### config.mk
export PLATFORM = sky130hd
export DESIGN_NAME = uart_host_bridge
export DESIGN_NICKNAME = d
export VERILOG_FILES = /design/src/rtl/uart_host_bridge.sv
export SDC_FILE = /design/constraint.sdc
export NUM_CORES = 1
export LEC_CHECK = 0
export CAP_MARGIN = 40
export CELL_PAD_IN_SITES_DETAIL_PLACEMENT = 1
export CELL_PAD_IN_SITES_GLOBAL_PLACEMENT = 2
export CORE_UTILIZATION = 31
export DETAILED_ROUTE_END_ITERATION = 6
export GPL_TIMING_DRIVEN = 0
export HOLD_SLACK_MARGIN = 0.08
export PLACE_DENSITY_LB_ADDON = 0.3
export SLEW_MARGIN = 0
export SYNTH_ARGS = -nofsm -noshare
export SYNTH_HDL_FRONTEND = slang
export SYNTH_SLANG_ARGS = --single-unit
### constraint.sdc
create_clock -name CLK -period 1.5 [get_ports CLK]
set_input_delay 0.3 -clock CLK [delete_from_list [all_inputs] [get_ports CLK]]
set_output_delay 0.3 -clock CLK [all_outputs]
set_load 0.02 [all_outputs]
### src/rtl/uart_host_bridge.sv
// Host-side initiator for the COREUART_C0 CPU port. It turns the UART's polled
// strobe interface into a TX and an RX byte stream with valid/ready handshakes.
module uart_host_bridge #(
    parameter int WR_GUARD  = 3,
    parameter int RD_GUARD  = 3,
    parameter int OVF_CNT_W = 8
) (
    input  logic                 CLK,
    input  logic                 RESET_N,
    input  logic [7:0]           TX_DATA,
    input  logic                 TX_VALID,
    output logic                 TX_READY,
    output logic [7:0]           RX_DATA,
    output logic                 RX_PERR,
    output logic                 RX_FERR,
    output logic                 RX_VALID,
    input  logic                 RX_READY,
    output logic                 CSN,
    output logic                 WEN,
    output logic                 OEN,
    output logic [7:0]           UART_DIN,
    input  logic [7:0]           UART_DOUT,
    input  logic                 TXRDY,
    input  logic                 RXRDY,
    input  logic                 PARITY_ERR,
    input  logic                 FRAMING_ERR,
    input  logic                 OVERFLOW,
    output logic [OVF_CNT_W-1:0] OVF_CNT
);

    // Handshakes: a byte moves on a rising CLK edge where its valid and ready
    // are both high; valid holds its data stable until that edge.

    typedef enum logic [2:0] {
        S_IDLE,
        S_WR,
        S_WR_WAIT,
        S_RD,
        S_RD_WAIT
    } state_t;

    localparam int GW = 8;

    state_t         state, state_next;
    logic [GW-1:0]  guard_cnt, guard_next;
    logic           last_rx;
    logic           wr_req, rd_req;

    logic           hold_full;
    logic [7:0]     hold_data;
    logic           tx_accept;

    logic [9:0]     rx_mem [2];
    logic           rx_wr_ptr, rx_rd_ptr;
    logic [1:0]     rx_count;
    logic           rx_push, rx_pop;

    logic           csn, wen, oen;
    logic [7:0]     uart_din;

    logic           ovf_s, ovf_d;
    logic [OVF_CNT_W-1:0] ovf_cnt;

    assign TX_READY  = !hold_full;
    assign tx_accept = TX_VALID && TX_READY;
    assign RX_VALID  = (rx_count != 2'd0);
    assign rx_pop    = RX_VALID && RX_READY;
    assign rx_push   = (state == S_RD);
    assign {RX_PERR, RX_FERR, RX_DATA} = rx_mem[rx_rd_ptr];
    assign CSN       = csn;
    assign WEN       = wen;
    assign OEN       = oen;
    assign UART_DIN  = uart_din;
    assign OVF_CNT   = ovf_cnt;

    always_comb begin
        state_next = state;
        guard_next = guard_cnt;
        wr_req     = hold_full && TXRDY;
        rd_req     = RXRDY && (rx_count < 2'd2);
        case (state)
            S_IDLE: begin
                // On contention the side not served last time wins.
                if (wr_req && rd_req) state_next = last_rx ? S_WR : S_RD;
                else if (wr_req)      state_next = S_WR;
                else if (rd_req)      state_next = S_RD;
            end
            S_WR: begin
                state_next = S_WR_WAIT;
                guard_next = '0;
            end
            S_WR_WAIT: begin
                if (guard_cnt >= GW'(WR_GUARD - 1)) state_next = S_IDLE;
                else                                guard_next = guard_cnt + GW'(1);
            end
            S_RD: begin
                state_next = S_RD_WAIT;
                guard_next = '0;
            end
            S_RD_WAIT: begin
                if (guard_cnt >= GW'(RD_GUARD - 1)) state_next = S_IDLE;
                else                                guard_next = guard_cnt + GW'(1);
            end
            default: state_next = S_IDLE;
        endcase
    end

    // Strobes are registered from the next state so they come straight off flops.
    always_ff @(posedge CLK or negedge RESET_N) begin
        if (!RESET_N) begin
            state     <= S_IDLE;
            guard_cnt <= '0;
            last_rx   <= 1'b0;
            csn       <= 1'b1;
            wen       <= 1'b1;
            oen       <= 1'b1;
            uart_din  <= '0;
        end else begin
            state     <= state_next;
            guard_cnt <= guard_next;
            if (state == S_WR) last_rx <= 1'b0;
            if (state == S_RD) last_rx <= 1'b1;
            csn <= !((state_next == S_WR) || (state_next == S_RD));
            wen <= !(state_next == S_WR);
            oen <= !(state_next == S_RD);
            if (state_next == S_WR) uart_din <= hold_data;
        end
    end

    always_ff @(posedge CLK or negedge RESET_N) begin
        if (!RESET_N) begin
            hold_full <= 1'b0;
            hold_data <= '0;
        end else if (tx_accept) begin
            hold_full <= 1'b1;
            hold_data <= TX_DATA;
        end else if (state == S_WR) begin
            hold_full <= 1'b0;
        end
    end

    always_ff @(posedge CLK or negedge RESET_N) begin
        if (!RESET_N) begin
            for (int i = 0; i < 2; i++) rx_mem[i] <= '0;
            rx_wr_ptr <= 1'b0;
            rx_rd_ptr <= 1'b0;
            rx_count  <= 2'd0;
        end else begin
            if (rx_push) begin
                rx_mem[rx_wr_ptr] <= {PARITY_ERR, FRAMING_ERR, UART_DOUT};
                rx_wr_ptr         <= !rx_wr_ptr;
            end
            if (rx_pop) rx_rd_ptr <= !rx_rd_ptr;
            case ({rx_push, rx_pop})
                2'b10:   rx_count <= rx_count + 2'd1;
                2'b01:   rx_count <= rx_count - 2'd1;
                default: rx_count <= rx_count;
            endcase
        end
    end

    // OVERFLOW is sampled once, then edge-detected against its delayed copy.
    always_ff @(posedge CLK or negedge RESET_N) begin
        if (!RESET_N) begin
            ovf_s   <= 1'b0;
            ovf_d   <= 1'b0;
            ovf_cnt <= '0;
        end else begin
            ovf_s <= OVERFLOW;
            ovf_d <= ovf_s;
            if (ovf_s && !ovf_d && (ovf_cnt != '1)) ovf_cnt <= ovf_cnt + OVF_CNT_W'(1);
        end
    end

endmodule

==> run_summary.xml, run 1 <==
<?xml version="1.0" encoding="UTF-8"?>
<metrics>
  <group name="clocking">
    <metric name="cts_max_level" unit="">3</metric>
    <metric name="tritoncts.num_buffers" unit="">9</metric>
    <metric name="clock_sink_count" unit="">66</metric>
    <metric name="clkTransAtPathRegs" unit="ns">0.08</metric>
    <metric name="insertion_delay" unit="ns">0.34</metric>
    <metric name="cts_root_buffer" unit="">sky130_fd_sc_hd__clkbuf_8</metric>
    <metric name="clock_tree_from_tritoncts" unit="">built</metric>
    <metric name="clock_tree.buffer_depth" unit="">2</metric>
  </group>
  <group name="status">
    <metric name="outcome" unit="">finished with violations</metric>
    <metric name="failed_checks" unit="">DRC, setup timing</metric>
  </group>
  <group name="detailed_routing">
    <metric name="routed_via_density" unit="">4.73</metric>
    <metric name="detail_route.wl_per_cell" unit="um">15.6</metric>
    <metric name="drc_violation_total_after_the_first_tritonroute_iteration" unit="">52</metric>
    <metric name="antenna_violating_nets_post_route" unit="">0</metric>
    <metric name="via_count" unit="">1942</metric>
    <metric name="post-route-drc-count" unit="">4</metric>
    <metric name="totalWireLength" unit="mm">6.40</metric>
    <metric name="drt_first_pass_iters" unit="">6</metric>
  </group>
  <group name="grt">
    <metric name="globalRouteOverflowTotal" unit="">0</metric>
    <metric name="number_of_antenna_violations_at_the_first_check_in_global_routing" unit="">0</metric>
    <metric name="largest_net_degree_at_the_start_of_global_routing" unit="">49</metric>
    <metric name="grt_pass1_wl" unit="mm">10.8</metric>
    <metric name="grt.total_usage" unit="">0.146</metric>
    <metric name="number_of_global_route_vias_before_repair" unit="">2128</metric>
  </group>
  <group name="worst_setup_path">
    <metric name="worst-endpoint-required" unit="ns">1.20</metric>
    <metric name="worstSetupStartpointType" unit="">flop</metric>
    <metric name="worst-setup-path-type" unit="">reg2out</metric>
    <metric name="worst_path_dominant_cell_family" unit="">flip-flops</metric>
    <metric name="worst_path_most_repeated_cell" unit="">sky130_fd_sc_hd__buf_6</metric>
    <metric name="worst-endpoint-arrival" unit="ns">1.39</metric>
    <metric name="critical_path.slowest_cell" unit="">sky130_fd_sc_hd__dfrtp_1</metric>
    <metric name="cp_cell_sequence" unit="">buf_6, mux2_4, buf_6</metric>
    <metric name="timing.reg2reg.setup_slack" unit="ns">-0.02</metric>
    <metric name="crit_path_max_fanout" unit="">5</metric>
    <metric name="cpPeakStageDelay" unit="ns">0.43</metric>
    <metric name="crit_buf_inv" unit="">2</metric>
    <metric name="setup.worst_path.end_class" unit="">output pin</metric>
  </group>
  <group name="yosys">
    <metric name="synth_fp_nets" unit="">238</metric>
    <metric name="synth_largest_area_cell" unit="">sky130_fd_sc_hd__dfrtp_1</metric>
    <metric name="warnings_from_yosys" unit="">0</metric>
    <metric name="synth_seq_cells" unit="">66</metric>
    <metric name="syn-instance-count" unit="">209</metric>
    <metric name="synthTopCellsByArea" unit="">sky130_fd_sc_hd__dfrtp_1, sky130_fd_sc_hd__mux2_2, sky130_fd_sc_hd__dfstp_2</metric>
    <metric name="synth_top_cell_area_share" unit="">0.555</metric>
    <metric name="synth-edff-count" unit="">0</metric>
    <metric name="mappedNetlistArea" unit="mm^2">0.00284</metric>
    <metric name="synth_top_flop_cell" unit="">sky130_fd_sc_hd__dfrtp_1</metric>
    <metric name="synth.yosys.seq_area_share" unit="">0.583</metric>
    <metric name="ys_async_rst_share" unit="">1.00</metric>
    <metric name="synthesis.area_per_instance" unit="um^2">13.6</metric>
    <metric name="synth_cell_types" unit="">40</metric>
  </group>
  <group name="sta">
    <metric name="worstMarginPinSlew" unit="ns">0.431</metric>
    <metric name="final.period_utilization" unit="">1.13</metric>
    <metric name="timing.fmax" unit="GHz">0.591</metric>
    <metric name="rsz0062_at_grt" unit="">yes</metric>
    <metric name="setup_violations" unit="">11</metric>
    <metric name="timing.final.crit_period" unit="ns">1.69</metric>
    <metric name="finClkSkew" unit="ns">0.0113</metric>
    <metric name="setup-tns-final" unit="ns">-1.79</metric>
    <metric name="final.setup.worst_slack" unit="ns">-0.192</metric>
    <metric name="timing.final.hold_violations" unit="">0</metric>
    <metric name="hold_ws" unit="ns">0.381</metric>
    <metric name="max_slew_margin" unit="">0.713</metric>
    <metric name="slew_viol_final" unit="">0</metric>
  </group>
  <group name="floorplanning">
    <metric name="start_util" unit="">0.322</metric>
    <metric name="die_h" unit="um">97.7</metric>
    <metric name="die_w" unit="um">97.7</metric>
    <metric name="dieArea" unit="mm^2">0.00954</metric>
    <metric name="std_cell_rows" unit="">34</metric>
    <metric name="coreArea" unit="mm^2">0.00881</metric>
    <metric name="io_pins" unit="">56</metric>
  </group>
  <group name="placed_design">
    <metric name="detailed_place_hpwl" unit="mm">3.76</metric>
    <metric name="count_of_input_and_output_buffers" unit="">55</metric>
    <metric name="finalWeightedCongestion" unit="">0.637</metric>
  </group>
  <group name="power">
    <metric name="ir_worst_vdd" unit="uV">1040</metric>
    <metric name="leakagePower" unit="nW">1.89</metric>
    <metric name="finalPower" unit="mW">9.16</metric>
    <metric name="power_density_over_the_cells" unit="mW/mm^2">2210</metric>
  </group>
  <group name="run">
    <metric name="timing.max_cap.violations" unit="">0</metric>
  </group>
  <group name="finish">
    <metric name="layout_commonest_cell" unit="">sky130_fd_sc_hd__dfrtp_1</metric>
    <metric name="antenna_cells" unit="">0</metric>
    <metric name="layout_common_cells" unit="">sky130_fd_sc_hd__dfrtp_1, sky130_fd_sc_hd__mux2_2, sky130_fd_sc_hd__mux2_4, sky130_fd_sc_hd__clkdlybuf4s50_1, sky130_fd_sc_hd__buf_4</metric>
    <metric name="nFillCells" unit="">912</metric>
    <metric name="finish.net_count" unit="">327</metric>
    <metric name="drive_above_1_share" unit="">0.439</metric>
    <metric name="areaGrowthSynthToFinish" unit="%">45.8</metric>
  </group>
  <group name="worst_hold_path">
    <metric name="min_path_type" unit="">in2async</metric>
  </group>
</metrics>
-- metrics by stage --
stage	setup WS (ns)	std cells	instance area, um^2	util
floorplan	-0.0455	209	2850	-
global placement	-2.56	372	3530	0.401
detailed placement	-0.344	373	3560	0.404
CTS	-0.268	405	3990	0.453
global route	-0.263	411	4140	0.470
finish	-0.192	411	4140	0.470
-- kinds of logic after synthesis --
| group | share of synthesized area |
|---|---|
| adder cells (fa/ha/maj) | 0.0176 |
| XOR/XNOR | 0.0278 |
| buffers and inverters | 0.0185 |
| AND/OR/NAND/NOR | 0.127 |
| flip-flops | 0.583 |
| multiplexers | 0.198 |
| AO/OA/AOI/OAI | 0.0282 |
-- repair_timing --
item / in CTS / in global routing
cloned: 2 / 0
hold buffers: 1 / 0
gates resized for setup: 116 / 29
endpoints found under the hold margin: 16 / 0
setup endpoints to repair: 57 / 50
setup buffers: 13 / 6
pin swaps: 6 / 9
-- cells in the mapped netlist (3+ instances only) --
master,n
sky130_fd_sc_hd__buf_2,3
sky130_fd_sc_hd__nor3_1,3
sky130_fd_sc_hd__o21ai_0,4
sky130_fd_sc_hd__nor2_1,3
sky130_fd_sc_hd__inv_1,5
sky130_fd_sc_hd__xor2_1,4
sky130_fd_sc_hd__and2_1,5
sky130_fd_sc_hd__mux2_2,49
sky130_fd_sc_hd__ha_1,4
sky130_fd_sc_hd__dfstp_2,3
sky130_fd_sc_hd__and3_1,3
sky130_fd_sc_hd__dfrtp_1,63
sky130_fd_sc_hd__nand2_1,14
sky130_fd_sc_hd__nor2b_1,3
sky130_fd_sc_hd__nand3_1,6
sky130_fd_sc_hd__nand2b_1,5
sky130_fd_sc_hd__xnor2_1,5
-- state kept, by name (all words and copies together), names as in the netlist, 2 cells and up --
signal and count:
guard_cnt 8, rx_count 2, UART_DIN 8, OVF_CNT 8, state 3, rx_mem 20, hold_data 8
-- per-layer routing --
layer	track usage	part of all wire	up-vias
li1	-	-	904
met1	0.193	0.45	997
met4	0.0490	0.0086	0
met3	0.0511	0.049	5
met2	0.223	0.49	36
met5	0	0	-
-- area by class of cell --
cell class / count / area (um^2) / area share
multi-input combinational: 134 / 1320 / 0.320
clock buffer: 10 / 138 / 0.0332
clock inverter: 6 / 65.1 / 0.0157
timing repair buffer: 77 / 754 / 0.182
inverter: 5 / 18.8 / 0.00453
tap: 108 / 135 / 0.0326
sequential: 66 / 1660 / 0.401
buffer: 5 / 46.3 / 0.0112
-- worst paths after layout --
path | end | start | cells past startpoint
max | RX_DATA[3] | rx_rd_ptr | 3
min | hold_data[4] | RESET_N | 2
max reg2reg | state[1] | guard_cnt[1] | 5
min reg2reg | ovf_d | ovf_s | 0
max in group asynchronous | CSN | RESET_N | 3
min in group CLK | ovf_d | ovf_s | 0
-- report_power, final --
| group | internal (mW) | switching [mW] | leakage, nW |
|---|---|---|---|
| sequential | 2.57 | 0.567 | 0.799 |
| combinational | 2.53 | 1.97 | 0.991 |
| clock | 0.815 | 0.716 | 0.103 |
No activity file was read; power rests on OpenSTA's default activity.
==> inputs of run 2 (changes only) <==
--- a/config.mk
+++ b/config.mk
@@ -9,6 +9,7 @@
 export CELL_PAD_IN_SITES_DETAIL_PLACEMENT = 1
 export CELL_PAD_IN_SITES_GLOBAL_PLACEMENT = 2
 export CORE_UTILIZATION = 31
+export CTS_CLUSTER_SIZE = 28
 export DETAILED_ROUTE_END_ITERATION = 6
 export GPL_TIMING_DRIVEN = 0
 export HOLD_SLACK_MARGIN = 0.08
==> results of run 2 <==
The final DEF is identical to that of run 1; final timing and power are the same.
==> inputs of run 3 (changes only) <==
--- a/config.mk
+++ b/config.mk
@@ -8,7 +8,7 @@
 export CAP_MARGIN = 40
 export CELL_PAD_IN_SITES_DETAIL_PLACEMENT = 1
 export CELL_PAD_IN_SITES_GLOBAL_PLACEMENT = 2
-export CORE_UTILIZATION = 31
+export CORE_UTILIZATION = 35
 export CTS_CLUSTER_SIZE = 28
 export DETAILED_ROUTE_END_ITERATION = 6
 export GPL_TIMING_DRIVEN = 0
==> constraint.sdc (replaced) <==
create_clock -name CLK -period 1.9 [get_ports CLK]
set_input_delay 0.38 -clock CLK [delete_from_list [all_inputs] [get_ports CLK]]
set_output_delay 0.38 -clock CLK [all_outputs]
set_load 0.02 [all_outputs]
==> run 3 against run 2 <==
  * The run now ends clean
  * Core utilization rose by 0.94 points
  * Total power decreased by 31%
  * First-iteration DRC count decreased by 38%
  * Sequential cell count is the same
  * Sequential power down 23%
  * Register-to-register slack improved by 0.28 ns
  * Non-clock buffer count is 20 lower
  * Critical endpoint is now WEN
  * Largest cell class unchanged
  * Highest routed layer unchanged
==> run_summary.xml, run 3 (synthesis gave the netlist of run 1 again) <==
<?xml version="1.0" encoding="UTF-8"?>
<metrics>
  <group name="status">
    <metric name="outcome" unit="">finished, final reports clean</metric>
  </group>
  <group name="finish">
    <metric name="post_layout_nonfiller_instances" unit="">384</metric>
    <metric name="largest_register_ff_count" unit="">20</metric>
    <metric name="finish.net_count" unit="">306</metric>
    <metric name="finish.instance_area" unit="mm^2">0.00372</metric>
    <metric name="antenna_cells" unit="">0</metric>
    <metric name="layout_common_cells" unit="">sky130_fd_sc_hd__dfrtp_1, sky130_fd_sc_hd__mux2_2, sky130_fd_sc_hd__clkdlybuf4s50_1</metric>
    <metric name="max_flop_register" unit="">rx_mem</metric>
    <metric name="drive_above_1_share" unit="">0.337</metric>
    <metric name="areaGrowthSynthToFinish" unit="%">31.2</metric>
    <metric name="layout_commonest_cell" unit="">sky130_fd_sc_hd__dfrtp_1</metric>
    <metric name="final_core_util" unit="">0.480</metric>
  </group>
  <group name="clocking">
    <metric name="cts.repair_timing.setup_buffer_count" unit="">0</metric>
    <metric name="clock_sink_count" unit="">66</metric>
    <metric name="cts_max_level" unit="">3</metric>
    <metric name="clkTransAtPathRegs" unit="ns">0.07</metric>
    <metric name="insertion_delay" unit="ns">0.34</metric>
    <metric name="clock_tree.buffer_depth" unit="">2</metric>
    <metric name="cts_root_buffer" unit="">sky130_fd_sc_hd__clkbuf_8</metric>
    <metric name="clock_tree_from_tritoncts" unit="">built</metric>
    <metric name="tritoncts.num_buffers" unit="">9</metric>
  </group>
  <group name="worst_setup_path">
    <metric name="critical_path.slowest_cell" unit="">sky130_fd_sc_hd__clkdlybuf4s50_1</metric>
    <metric name="r2r_start" unit="">guard_cnt[0]</metric>
    <metric name="critPathLaunch" unit="">WEN</metric>
    <metric name="worst_r2r_endpoint" unit="">state[1]</metric>
    <metric name="worst-endpoint-required" unit="ns">1.52</metric>
    <metric name="timing.reg2reg.setup_slack" unit="ns">0.26</metric>
    <metric name="worst_path_dominant_cell_family" unit="">buffers and inverters</metric>
    <metric name="cp_cell_sequence" unit="">clkdlybuf4s50_1</metric>
    <metric name="worst-setup-path-type" unit="">reg2out</metric>
    <metric name="worstSetupStartpointType" unit="">flop</metric>
    <metric name="rr_worst_depth" unit="">6</metric>
    <metric name="crit_buf_inv" unit="">1</metric>
    <metric name="worst-endpoint-arrival" unit="ns">1.45</metric>
    <metric name="crit_path_max_fanout" unit="">1</metric>
    <metric name="cpPeakStageDelay" unit="ns">0.59</metric>
    <metric name="setup.worst_path.end_class" unit="">output pin</metric>
  </group>
  <group name="sta">
    <metric name="finClkSkew" unit="ns">0.0118</metric>
    <metric name="slew_viol_final" unit="">0</metric>
    <metric name="setup-tns-final" unit="ns">0</metric>
    <metric name="timing.final.hold_violations" unit="">0</metric>
    <metric name="max_slew_margin" unit="">0.753</metric>
    <metric name="hold_ws" unit="ns">0.380</metric>
    <metric name="timing.final.crit_period" unit="ns">1.83</metric>
    <metric name="setup_violations" unit="">0</metric>
    <metric name="final.period_utilization" unit="">0.964</metric>
    <metric name="timing.fmax" unit="GHz">0.546</metric>
    <metric name="rsz0062_at_grt" unit="">no</metric>
    <metric name="worstMarginPinSlew" unit="ns">0.370</metric>
    <metric name="final.setup.worst_slack" unit="ns">0.0693</metric>
  </group>
  <group name="power">
    <metric name="leakagePower" unit="nW">1.62</metric>
    <metric name="finalPower" unit="mW">6.36</metric>
    <metric name="ir_worst_vdd" unit="uV">658</metric>
    <metric name="power_density_over_the_cells" unit="mW/mm^2">1710</metric>
  </group>
  <group name="grt">
    <metric name="gr-max-usage-layer" unit="">met2</metric>
    <metric name="largest_net_degree_at_the_start_of_global_routing" unit="">41</metric>
    <metric name="grt_pass1_wl" unit="mm">10.1</metric>
    <metric name="globalRouteMet3Util" unit="">0.0423</metric>
    <metric name="globalRouteOverflowTotal" unit="">0</metric>
    <metric name="use_met2" unit="">0.253</metric>
    <metric name="number_of_global_route_vias_before_repair" unit="">2061</metric>
    <metric name="grt.total_usage" unit="">0.156</metric>
    <metric name="gr-usage-met1" unit="">0.194</metric>
    <metric name="number_of_antenna_violations_at_the_first_check_in_global_routing" unit="">0</metric>
  </group>
  <group name="floorplanning">
    <metric name="std_cell_rows" unit="">32</metric>
    <metric name="die_w" unit="um">92.1</metric>
    <metric name="io_pins" unit="">56</metric>
    <metric name="start_util" unit="">0.365</metric>
    <metric name="coreArea" unit="mm^2">0.00777</metric>
    <metric name="die_h" unit="um">92.1</metric>
    <metric name="dieArea" unit="mm^2">0.00848</metric>
  </group>
  <group name="worst_hold_path">
    <metric name="min_from" unit="">ovf_s</metric>
    <metric name="min_path_type" unit="">reg2reg</metric>
    <metric name="worstHoldEndpoint" unit="">ovf_d</metric>
    <metric name="worst_hold_path.num_cells" unit="">0</metric>
  </group>
  <group name="detailed_routing">
    <metric name="antenna_violating_nets_post_route" unit="">0</metric>
    <metric name="via_count" unit="">1827</metric>
    <metric name="drt_first_pass_iters" unit="">3</metric>
    <metric name="detail_route.wl_per_cell" unit="um">14.5</metric>
    <metric name="post-route-drc-count" unit="">0</metric>
    <metric name="totalWireLength" unit="mm">5.58</metric>
    <metric name="drc_violation_total_after_the_first_tritonroute_iteration" unit="">32</metric>
    <metric name="routed_via_density" unit="">4.76</metric>
  </group>
  <group name="placed_design">
    <metric name="finalWeightedCongestion" unit="">0.690</metric>
    <metric name="dp_cell_count" unit="">367</metric>
    <metric name="detailed_place_hpwl" unit="mm">3.88</metric>
    <metric name="count_of_input_and_output_buffers" unit="">55</metric>
    <metric name="dp_worst_setup_slack" unit="ns">-0.00682</metric>
    <metric name="detailed_place.area" unit="mm^2">0.00353</metric>
  </group>
  <group name="run">
    <metric name="timing.max_cap.violations" unit="">0</metric>
  </group>
</metrics>
-- run 3: worst max path at each step --
stage            endpoint  cells past startpoint
2_1_floorplan  OVF_CNT[1]                      4
3_3_place_gp   rx_mem[13]                      1
3_5_place_dp   RX_DATA[4]                      3
4_1_cts        RX_DATA[6]                      3
5_1_grt          TX_READY                      2
6_report              WEN                      1
-- run 3: cell type report --
type / instances / area [um^2]
Fill cell: 810 / 4040
Sequential cell: 66 / 1660
Multi-Input combinational cell: 133 / 1140
Timing Repair Buffer: 57 / 531
Clock buffer: 13 / 169
Tap cell: 102 / 128
Clock inverter: 3 / 46.3
Buffer: 5 / 40.0
Inverter: 5 / 18.8
-- run 3: what timing repair did --
action | 4_1_cts | 5_1_grt
setup endpoints to repair | 11 | 10
hold buffers | 1 | 0
hold endpoints to repair | 25 | 0
resized for setup | 30 | 10
-- run 3: report_power, final --
part	switching [mW]	leakage [nW]	internal, mW
Sequential	0.409	0.802	2.02
Clock	0.532	0.106	0.717
Combinational	1.29	0.711	1.39
-- run 3: metal layers --
layer,up-vias,wire (um)
met1,918,2500
met4,0,92
met5,-,0
met3,8,164
li1,868,-
met2,33,2830
==> patch (flow settings as in run 2) <==
`OVF_CNT_W`: 8 -> 12.
--- a/src/rtl/uart_host_bridge.sv
+++ b/src/rtl/uart_host_bridge.sv
@@ -5,3 +5,3 @@
     parameter int RD_GUARD  = 3,
-    parameter int OVF_CNT_W = 8
+    parameter int OVF_CNT_W = 12
 ) (
Interface: changed (resized OVF_CNT); port bits go from 56 to 60. No check against the original RTL was run, so the function may have changed too.
==> patch against run 2 <==
The flow finishes with violations (negative setup slack); routed wire length is 9.6% higher; non-clock buffer count grew 19; synthesized cell count increased by 8.1%; clock skew shrank 0.0022 ns; design area up 12%; area after synthesis is 6.4% higher; worst hold slack worse by 0.029 ns; critical path depth unchanged; utilization rose by 2.8 points; setup slack better by 0.027 ns; power grew 8.5%; global-route usage increased by 0.10 points; sequential cell count up 4; critical path type unchanged; largest cell class unchanged; largest power group unchanged; highest routed layer unchanged.
==> patch: results <==
export IMPL_synth_fp_nets=255
export IMPL_peakVddDrop_uv=822
export IMPL_final_setup_viol_count=27
export IMPL_rrSetupSlack_ns=-0.12
export IMPL_grt_pass1_wl_um=11500
export IMPL_failed_checks="negative setup slack"
export IMPL_p_leak_nw=2.14
export IMPL_grt_total_usage=0.147
export IMPL_vias_per_cell=4.61
export IMPL_reg2reg_to="guard_cnt[0]"
export IMPL_slowest_stage="dfrtp_2"
export IMPL_slew_headroom=0.787
export IMPL_wirelength_um=7010
export IMPL_synth_area_leaders="dfrtp_1, mux2_2, xor2_1"
export IMPL_drt_iter0_drc=25
export IMPL_finClkSkew_ns=0.00910
export IMPL_drive_gt1_frac=0.499
export IMPL_setup_ws_ns=-0.164
export IMPL_gp_congestion=0.737
export IMPL_n_fill_cell=936
export IMPL_nets=363
export IMPL_portBuffers=59
export IMPL_hpwl_um=4240
export IMPL_grt_pass1_vias=2300
export IMPL_synth_top_cells_by_count="dfrtp_1, mux2_2, nand2_1, nor2_1, xor2_1"
export IMPL_status="finished, violations left"
export IMPL_drt_pass1_iter_count=2
export IMPL_fin_setup_tns_ns=-2.04
export IMPL_holdWs_ns=0.352
export IMPL_internal_power_mw=6.50
export IMPL_cp_slowest_stage_delay_ns=0.45
[patch: changes by cell type after synthesis, moves of 3 or more]
cell	before	now
nor2_1	3	11
xor2_1	4	10
nor2b_1	3	8
and2_1	5	1
dfrtp_1	63	67
nor2_2	0	4
a21oi_1	1	4
a31oi_1	1	4
nand2_1	14	11
[patch: routing by layer]
metal  share of wire  vias to the layer above  GRT usage
li1                -                     1013          -
met1            0.47                     1090      0.202
met2            0.48                       48      0.226
met3           0.045                        8     0.0368
met4          0.0097                        0     0.0535
met5               0                        -          0
[patch: what timing repair did]
action / 4_1_cts / 5_1_grt
gates resized for setup: 139 / 30
cloned: 2 / 0
endpoints found under the hold margin: 12 / 0
pin swaps: 11 / 14
hold buffers: 1 / 0
buffers inserted: 17 / 19
setup endpoints to repair: 79 / 48
[patch: final cells by class]
type | instances | share of cell area
sequential | 70 | 0.380
multi-input combinational | 146 | 0.326
timing repair buffer | 97 | 0.196
tap | 129 | 0.0347
clock buffer | 10 | 0.0296
clock inverter | 6 | 0.0202
buffer | 4 | 0.00915
inverter | 6 | 0.00484
[patch: how the worst max path moves through the flow]
| stage | end | from | slack, ns |
|---|---|---|---|
| floorplan | OVF_CNT[10] | OVF_CNT[0] | -0.04 |
| global placement | OVF_CNT[1] | RESET_N | -2.73 |
| detailed placement | RX_DATA[5] | rx_rd_ptr | -0.60 |
| CTS | RX_DATA[5] | rx_rd_ptr | -0.25 |
| global route | RX_DATA[1] | rx_rd_ptr | -0.20 |
| finish | RX_DATA[5] | rx_rd_ptr | -0.16 |
[patch: power groups by stage]
stage / Clock, mW / Sequential, mW / Combinational (mW)
floorplan: 0 / 3.37 / 2.17
global placement: 0 / 3.20 / 3.65
detailed placement: 0 / 3.22 / 3.72
CTS: 1.83 / 3.21 / 4.57
global route: 1.90 / 3.32 / 5.32
finish: 1.77 / 3.22 / 4.95
[patch: cells by family (layout without fill, tap and decap cells)]
family                   Yosys count  after routing  share of synthesized area
AO/OA/AOI/OAI                     18             18                     0.0377
flip-flops                        70             70                      0.581
AND/OR/NAND/NOR                   63             63                      0.134
XOR/XNOR                          14             14                     0.0406
buffers and inverters             10            123                     0.0153
adder cells (fa/ha/maj)            4              4                     0.0166
multiplexers                      47             47                      0.175
[patch: through the flow]
| step | instances | power (mW) | area (um2) | setup WS, ns | utilization |
|---|---|---|---|---|---|
| after floorplan | 226 | 5.54 | 3070 | -0.0435 | - |
| after global placement | 414 | 6.84 | 3820 | -2.73 | 0.410 |
| after detailed placement | 415 | 6.95 | 3850 | -0.595 | 0.412 |
| after CTS | 451 | 9.61 | 4470 | -0.248 | 0.479 |
| after global routing | 468 | 10.5 | 4650 | -0.203 | 0.499 |
| final | 468 | 9.94 | 4650 | -0.164 | 0.499 |
